`src/rtl/fifo_sync_pkg.sv`:
```
// fifo_sync_pkg
// Shared types and helpers for the parametrised synchronous FIFO.
//   fifo_status_t : status flags as seen by the FIFO user
//   ptr_width()   : width of the wr/rd pointers for a given depth
//   cnt_width()   : width of the occupancy counter (must hold 0..depth)
//   next_ptr()    : wrap-around increment for non power-of-two depths
package fifo_sync_pkg;

  typedef struct packed {
    logic full;
    logic empty;
    logic almost_full;
    logic almost_empty;
    logic overflow;
    logic underflow;
  } fifo_status_t;

  // A depth of 2 still needs one pointer bit.
  function automatic int ptr_width(input int depth);
    return (depth > 2) ? $clog2(depth) : 1;
  endfunction

  // The counter has to represent DEPTH itself, hence depth+1 states.
  function automatic int cnt_width(input int depth);
    return $clog2(depth + 1);
  endfunction

  // Explicit wrap so depths that are not a power of two work.
  function automatic int next_ptr(input int ptr, input int depth);
    return (ptr == depth - 1) ? 0 : ptr + 1;
  endfunction

endpackage

```
`src/rtl/fifo_sync_param_if.sv`:
```
// fifo_sync_param_if
// Bundles the FIFO control, data and status signals.
//   master : the FIFO user (drives strobes, flush, clr_err, data_in)
//   slave  : the FIFO itself (drives data_out, rd_valid, count and flags)
interface fifo_sync_param_if
  import fifo_sync_pkg::*;
#(
  parameter int DATA_WIDTH = 8,
  parameter int DEPTH      = 16
);
  localparam int CNT_W = cnt_width(DEPTH);

  logic                  flush;
  logic                  clr_err;
  logic                  wr_n;
  logic [DATA_WIDTH-1:0] data_in;
  logic                  rd_n;
  logic [DATA_WIDTH-1:0] data_out;
  logic                  rd_valid;
  logic [CNT_W-1:0]      count;
  logic                  full;
  logic                  empty;
  logic                  almost_full;
  logic                  almost_empty;
  logic                  overflow;
  logic                  underflow;
  logic                  ovf_sticky;
  logic                  udf_sticky;

  modport master (
    output flush, clr_err, wr_n, data_in, rd_n,
    input  data_out, rd_valid, count, full, empty, almost_full, almost_empty,
           overflow, underflow, ovf_sticky, udf_sticky
  );

  modport slave (
    input  flush, clr_err, wr_n, data_in, rd_n,
    output data_out, rd_valid, count, full, empty, almost_full, almost_empty,
           overflow, underflow, ovf_sticky, udf_sticky
  );

endinterface

```
`src/rtl/fifo_sync_mem.sv`:
```
// fifo_sync_mem
// DEPTH x DATA_WIDTH register array, one write port, registered read port.
//   clk, rst_n    : clock / async active-low reset (read register only)
//   we,waddr,wdata: write port
//   re,raddr      : read request; rdata updates on the following edge
//   rdata         : registered read data, holds when re is low
module fifo_sync_mem #(
  parameter int DATA_WIDTH = 8,
  parameter int DEPTH      = 16,
  parameter int PTR_W      = 4
) (
  input  logic                  clk,
  input  logic                  rst_n,
  input  logic                  we,
  input  logic [PTR_W-1:0]      waddr,
  input  logic [DATA_WIDTH-1:0] wdata,
  input  logic                  re,
  input  logic [PTR_W-1:0]      raddr,
  output logic [DATA_WIDTH-1:0] rdata
);

  logic [DATA_WIDTH-1:0] mem_q [DEPTH];

  // Storage is deliberately not reset.
  always_ff @(posedge clk) begin
    if (we) mem_q[waddr] <= wdata;
  end

  // A same-edge write to raddr is not forwarded: the old entry is returned,
  // which is what a simultaneous read+write on a full FIFO needs.
  always_ff @(posedge clk or negedge rst_n) begin
    if (!rst_n)  rdata <= '0;
    else if (re) rdata <= mem_q[raddr];
  end

endmodule

```
`src/rtl/fifo_sync_param.sv`:
```
// fifo_sync_param
// Parametrised single-clock FIFO with exact count, almost-full/empty
// thresholds, synchronous flush, overflow/underflow pulses and sticky flags.
//   clk   : rising-edge clock
//   rst_n : asynchronous active-low reset
//   bus   : fifo_sync_param_if.slave (strobes wr_n/rd_n are active-low)
module fifo_sync_param
  import fifo_sync_pkg::*;
#(
  parameter int DATA_WIDTH = 8,
  parameter int DEPTH      = 16,
  parameter int AF_LEVEL   = DEPTH - 2,
  parameter int AE_LEVEL   = 2
) (
  input  logic              clk,
  input  logic              rst_n,
  fifo_sync_param_if.slave  bus
);

  localparam int PTR_W = ptr_width(DEPTH);
  localparam int CNT_W = cnt_width(DEPTH);
  localparam logic [CNT_W-1:0] FULL_CNT = CNT_W'(DEPTH);
  localparam logic [CNT_W-1:0] AF_CNT   = CNT_W'(AF_LEVEL);
  localparam logic [CNT_W-1:0] AE_CNT   = CNT_W'(AE_LEVEL);

  if (DEPTH < 2) begin : g_bad_depth
    $fatal(1, "fifo_sync_param: DEPTH must be at least 2");
  end
  if (AF_LEVEL > DEPTH) begin : g_bad_af
    $fatal(1, "fifo_sync_param: AF_LEVEL must not exceed DEPTH");
  end
  if (AE_LEVEL >= DEPTH) begin : g_bad_ae
    $fatal(1, "fifo_sync_param: AE_LEVEL must be below DEPTH");
  end

  logic [PTR_W-1:0] wr_ptr, rd_ptr;
  logic [CNT_W-1:0] count_q;
  logic             rd_valid_q, overflow_q, underflow_q;
  logic             ovf_sticky_q, udf_sticky_q;
  logic             wr_acc, rd_acc, ovf_set, udf_set;
  fifo_status_t     status;

  // Flags decode straight from the registered count, so they never lag it.
  always_comb begin
    status              = '0;
    status.full         = (count_q == FULL_CNT);
    status.empty        = (count_q == '0);
    status.almost_full  = (count_q >= AF_CNT);
    status.almost_empty = (count_q <= AE_CNT);
    status.overflow     = overflow_q;
    status.underflow    = underflow_q;
  end

  // A full FIFO still takes a write when a read frees a slot on the same
  // edge; flush masks both strobes so it never produces error pulses.
  assign rd_acc  = !bus.flush && !bus.rd_n && !status.empty;
  assign wr_acc  = !bus.flush && !bus.wr_n && (!status.full || rd_acc);
  assign ovf_set = !bus.flush && !bus.wr_n && !wr_acc;
  assign udf_set = !bus.flush && !bus.rd_n && !rd_acc;

  fifo_sync_mem #(
    .DATA_WIDTH (DATA_WIDTH),
    .DEPTH      (DEPTH),
    .PTR_W      (PTR_W)
  ) u_mem (
    .clk   (clk),
    .rst_n (rst_n),
    .we    (wr_acc),
    .waddr (wr_ptr),
    .wdata (bus.data_in),
    .re    (rd_acc),
    .raddr (rd_ptr),
    .rdata (bus.data_out)
  );

  // Pointers, count, pulses and stickies; flush leaves the stickies alone.
  always_ff @(posedge clk or negedge rst_n) begin
    if (!rst_n) begin
      wr_ptr       <= '0;
      rd_ptr       <= '0;
      count_q      <= '0;
      rd_valid_q   <= 1'b0;
      overflow_q   <= 1'b0;
      underflow_q  <= 1'b0;
      ovf_sticky_q <= 1'b0;
      udf_sticky_q <= 1'b0;
    end else if (bus.flush) begin
      wr_ptr      <= '0;
      rd_ptr      <= '0;
      count_q     <= '0;
      rd_valid_q  <= 1'b0;
      overflow_q  <= 1'b0;
      underflow_q <= 1'b0;
    end else begin
      if (wr_acc) wr_ptr <= PTR_W'(next_ptr(int'(wr_ptr), DEPTH));
      if (rd_acc) rd_ptr <= PTR_W'(next_ptr(int'(rd_ptr), DEPTH));
      case ({wr_acc, rd_acc})
        2'b10:   count_q <= count_q + CNT_W'(1);
        2'b01:   count_q <= count_q - CNT_W'(1);
        default: count_q <= count_q;
      endcase
      rd_valid_q  <= rd_acc;
      overflow_q  <= ovf_set;
      underflow_q <= udf_set;
      // A new error wins over a coincident clear.
      if (ovf_set)          ovf_sticky_q <= 1'b1;
      else if (bus.clr_err) ovf_sticky_q <= 1'b0;
      if (udf_set)          udf_sticky_q <= 1'b1;
      else if (bus.clr_err) udf_sticky_q <= 1'b0;
    end
  end

  assign bus.rd_valid     = rd_valid_q;
  assign bus.count        = count_q;
  assign bus.full         = status.full;
  assign bus.empty        = status.empty;
  assign bus.almost_full  = status.almost_full;
  assign bus.almost_empty = status.almost_empty;
  assign bus.overflow     = status.overflow;
  assign bus.underflow    = status.underflow;
  assign bus.ovf_sticky   = ovf_sticky_q;
  assign bus.udf_sticky   = udf_sticky_q;

endmodule
```
`src/flat_wrapper.sv`:
```
// flat-port wrapper written by rule: the top's interface ports become plain ports
module fifo_sync_param_flat import fifo_sync_pkg::*;
#(
  parameter int DATA_WIDTH = 8,
  parameter int DEPTH      = 16,
  parameter int AF_LEVEL   = DEPTH - 2,
  parameter int AE_LEVEL   = 2
)
  (clk, rst_n, bus_flush, bus_clr_err, bus_wr_n, bus_data_in, bus_rd_n, bus_data_out, bus_rd_valid, bus_count, bus_full, bus_empty, bus_almost_full, bus_almost_empty, bus_overflow, bus_underflow, bus_ovf_sticky, bus_udf_sticky);
  fifo_sync_param_if #(.DATA_WIDTH(DATA_WIDTH), .DEPTH(DEPTH)) bus_i ();
  input  logic clk;
  input  logic rst_n;
  input wire logic [$bits(bus_i.flush)-1:0] bus_flush;
  input wire logic [$bits(bus_i.clr_err)-1:0] bus_clr_err;
  input wire logic [$bits(bus_i.wr_n)-1:0] bus_wr_n;
  input wire logic [$bits(bus_i.data_in)-1:0] bus_data_in;
  input wire logic [$bits(bus_i.rd_n)-1:0] bus_rd_n;
  output wire logic [$bits(bus_i.data_out)-1:0] bus_data_out;
  output wire logic [$bits(bus_i.rd_valid)-1:0] bus_rd_valid;
  output wire logic [$bits(bus_i.count)-1:0] bus_count;
  output wire logic [$bits(bus_i.full)-1:0] bus_full;
  output wire logic [$bits(bus_i.empty)-1:0] bus_empty;
  output wire logic [$bits(bus_i.almost_full)-1:0] bus_almost_full;
  output wire logic [$bits(bus_i.almost_empty)-1:0] bus_almost_empty;
  output wire logic [$bits(bus_i.overflow)-1:0] bus_overflow;
  output wire logic [$bits(bus_i.underflow)-1:0] bus_underflow;
  output wire logic [$bits(bus_i.ovf_sticky)-1:0] bus_ovf_sticky;
  output wire logic [$bits(bus_i.udf_sticky)-1:0] bus_udf_sticky;
  assign bus_i.flush = bus_flush;
  assign bus_i.clr_err = bus_clr_err;
  assign bus_i.wr_n = bus_wr_n;
  assign bus_i.data_in = bus_data_in;
  assign bus_i.rd_n = bus_rd_n;
  assign bus_data_out = bus_i.data_out;
  assign bus_rd_valid = bus_i.rd_valid;
  assign bus_count = bus_i.count;
  assign bus_full = bus_i.full;
  assign bus_empty = bus_i.empty;
  assign bus_almost_full = bus_i.almost_full;
  assign bus_almost_empty = bus_i.almost_empty;
  assign bus_overflow = bus_i.overflow;
  assign bus_underflow = bus_i.underflow;
  assign bus_ovf_sticky = bus_i.ovf_sticky;
  assign bus_udf_sticky = bus_i.udf_sticky;
  fifo_sync_param #(.DATA_WIDTH(DATA_WIDTH), .DEPTH(DEPTH), .AF_LEVEL(AF_LEVEL), .AE_LEVEL(AE_LEVEL)) u_core (.clk(clk), .rst_n(rst_n), .bus(bus_i));
endmodule
```
`config.mk`:
```
export PLATFORM = sky130hd
export DESIGN_NAME = fifo_sync_param_flat
export DESIGN_NICKNAME = d
export VERILOG_FILES = /design/src/rtl/fifo_sync_pkg.sv /design/src/rtl/fifo_sync_param_if.sv /design/src/rtl/fifo_sync_mem.sv /design/src/rtl/fifo_sync_param.sv /design/src/flat_wrapper.sv
export SDC_FILE = /design/constraint.sdc
export NUM_CORES = 1
export LEC_CHECK = 0
export ABC_AREA = 1
export BUFFER_PORTS_ARGS = -buffer_cell sky130_fd_sc_hd__buf_2
export CAP_MARGIN = 20
export CORE_ASPECT_RATIO = 0.8
export CORE_UTILIZATION = 25
export DETAILED_ROUTE_END_ITERATION = 7
export PLACE_DENSITY_LB_ADDON = 0.3
export SYNTH_ARGS = -nofsm -noshare
export SYNTH_HDL_FRONTEND = slang
export SYNTH_SLANG_ARGS = --single-unit
```
`constraint.sdc`:
```
create_clock -name clk -period 5.7 [get_ports clk]
set_input_delay 0.285 -clock clk [delete_from_list [all_inputs] [get_ports clk]]
set_output_delay 0.285 -clock clk [all_outputs]
set_load 0.005 [all_outputs]
```
==> results.toml <==
[outcome]
status = "finished, final reports clean"

[placement]
gp_congestion = 0.835
port-buffer-count = 35
dp_cells = 998
hpwl_mm = 10.2

[layout]
drive_gt1_frac = 0.129
nets = 684
final_util = 0.296
final_common_cell = "nand2_1"
antennaDiodeCount = 0
instances_no_fill = 1031
layout_common_cells = "nand2_1, edfxtp_1, nand3_1"
area_growth_pct = 16.4

[die]
die_h_um = 148
pin_count = 36
coreArea_um2 = 26200
fp.dieArea_um2 = 27300
initial_utilization = 0.254
die_x_um = 184
num_rows = 53

[clock_network]
clock_path_buffers = 2
cts_hold_repair.buffers = 1
cts_root_buf = "clkbuf_16"
postCtsSetupBuffers = 0
clkTransAtPathRegs_ps = 60
postCtsResizedCells = 0
numCtsBuffers = 17
clk_latency_ps = 440
h-tree-depth = 4
cts_tree = "built"
cts_sinks = 154

[sta]
worst_pin_slew_ps = 964
hold_violations = 0
grt_setup_unrepaired = "no"
finalSetupViolCount = 0
finalCritPeriodShare = 0.428
fmax_ghz = 0.410
fin_skew_ps = 13.4
min_period_ps = 2440
fin_tns_setup_ps = 0
slew_viol_final = 0
slew_headroom = 0.355

[grt]
grt-ovfl-total = 0
grt_pass1_vias = 4258
grt_first_pass_wirelength_mm = 25.9
antenna_found_initial = 0
grt_max_degree = 68
grt_use_total = 0.130

[setup_path]
reg2regPathDepth = 9
crit_cells = 9
r2r_end = "u_core.u_mem.rdata[7]"
regToRegSetupSlack_ps = 3260
critical_path_class = "flip-flop to flip-flop"
cp-endpoint = "u_core.u_mem.rdata[7]"
end_kind = "flip-flop"
cpPeakStageDelay_ps = 600
r2r_start = "u_core.rd_ptr[0]"
worst-path-buf-inv = 3
cp-start-kind = "flip-flop"
critical_path.startpoint = "u_core.rd_ptr[0]"
worstPathCellList = "buf_4 -> inv_2 -> buf_4 -> nand2_1 -> nand3_1 -> nand3_1 -> nand2_1 -> nor2_1 -> a21oi_1"
cp.required_ps = 6020
crit_fanout = 67
cpLargestDelayFamily = "buffers and inverters"
crit_path_top_delay_cell = "buf_4"
worst_ep_arrival_time_ps = 2760

[synthesis]
synthAdderAreaFrac = 0.0181
synth_seq_cells = 154
syn_nets = 650
seq_area_frac_synth = 0.676
synth_compound_area_frac = 0.0335
yosysUniqueCellTypes = 32
synth_top_family_by_area = "simple AND/OR/NAND/NOR gates"
yosysWarnings = 0
synthCells = 627
synth_simple_gate_area_share = 0.223
syn_area_um2 = 6650
synth.avg_cell_area_um2 = 10.6
synthXorXnorAreaFrac = 0.00658
synth.area.mux_share = 0

[worst_hold_path]
min_delay_path_depth = 4
hp-class = "input pin to flip-flop"
holdCritStartpoint = "bus_rd_n"

[power]
cellLeakagePower_nw = 3.08
power_switching_uw = 662
p_clk_frac = 0.420
seq_power_share = 0.493
sw_frac_of_total = 0.252
p_int_mw = 1.97
power_density_nw_per_um2 = 339
peakVddDrop_mv = 0.224
p_comb_frac = 0.087

[drt]
viasPerCell = 4.36
wl_per_cell_um = 16.4
drcViolationCount = 0
drtAntennaViolNets = 0
wl_mm = 16.9
drt-pass1-iter-count = 7
first_iter_violations = 428
via_count = 4500

[flow_run]
maxCapViolations = 0
sequential cells by signal, summed over array words and instances, names as in the netlist:
register,cells
u_core.bus.rd_valid,1
u_core.bus.overflow,1
u_core.bus.ovf_sticky,1
u_core.bus.count,5
u_core.bus.underflow,1
u_core.u_mem.rdata,8
u_core.wr_ptr,4
u_core.bus.udf_sticky,1
u_core.rd_ptr,4
u_core.u_mem.mem_q,128
power groups by stage:
| stage | Clock (mW) | Sequential, mW | Combinational, mW |
|---|---|---|---|
| final | 1.10 | 1.30 | 0.229 |
| after global routing | 1.16 | 1.30 | 0.259 |
| after CTS | 1.12 | 1.30 | 0.232 |
| after detailed placement | 0 | 1.32 | 0.231 |
| after global placement | 0 | 1.32 | 0.229 |
| after floorplan | 0 | 1.31 | 0.134 |
cell type report:
type	instances	area, um2
clock buffers	20	457
clock inverters	12	113
fillers	2744	18500
inverters	40	150
multi-input cells	409	1870
flip-flops and latches	154	4500
well taps	357	447
repair buffers	39	208
metal layers:
layer / routed length [um] / up-vias / GRT usage
met1: 8590 / 2176 / 0.193
met2: 6970 / 140 / 0.180
met4: 260 / 0 / 0.0479
met5: 0 / - / 0
met3: 1070 / 20 / 0.0330
li1: - / 2164 / -
logic make-up after synthesis:
| group | count (synthesis) |
|---|---|
| buf+inv | 64 |
| fa+ha+maj | 9 |
| flops | 154 |
| xor+xnor | 5 |
| simple gates | 355 |
| compound gates | 40 |
worst min-delay path by stage:
stage                     slack, ps               endpoint
after floorplan                 -10    u_core.bus.count[0]
final                           160   u_core.bus.underflow
after global placement          370    u_core.bus.overflow
after global routing            180   u_core.bus.underflow
after detailed placement        360  u_core.bus.ovf_sticky
after CTS                       150   u_core.bus.underflow
tightest hold or removal path, delay by kind of cell:
family | cells | cell delay, ps
buffers and inverters | 2 | 160
AND/OR/NAND/NOR | 2 | 100
through the flow:
step           total power [mW]  hold WS (ps)  cell area [um2]  worst slack, ps
2_1_floorplan              1.44         -10.6             6650             3820
5_1_grt                    2.72           182             7740             2990
4_1_cts                    2.65           145             7740             3260
6_report                   2.63           158             7740             3260
3_3_place_gp               1.55           374             7160             3310
3_5_place_dp               1.55           363             7160             3250
cell usage after synthesis:
master       n  area [um2]
a2111oi_0    1        8.76
a21boi_1     1        7.51
a21oi_1     18        90.1
a21oi_4      1        16.3
buf_1        2        7.51
buf_2       10        50.1
buf_4        7        52.6
buf_6        1        11.3
clkbuf_1     4        15.0
clkinv_1     1        3.75
dfrtp_1     26         651
edfxtp_1   128        3840
fa_1         1        20.0
ha_1         8         100
inv_1       33         124
inv_2        6        22.5
nand2_1    221         830
nand2_2      1        6.26
nand3_1     71         355
nand3_2      3        30.0
nand3_4      1        17.5
nand3b_1     1        7.51
nand4_1      2        12.5
nor2_1      51         191
nor2_2       2        12.5
nor2_4       2        22.5
o21ai_0     13        65.1
o21ai_1      4        20.0
o21ai_2      1        8.76
o22ai_1      1        6.26
xnor2_1      1        8.76
xor2_1       4        35.0
Power figures use the tool's default switching activity.
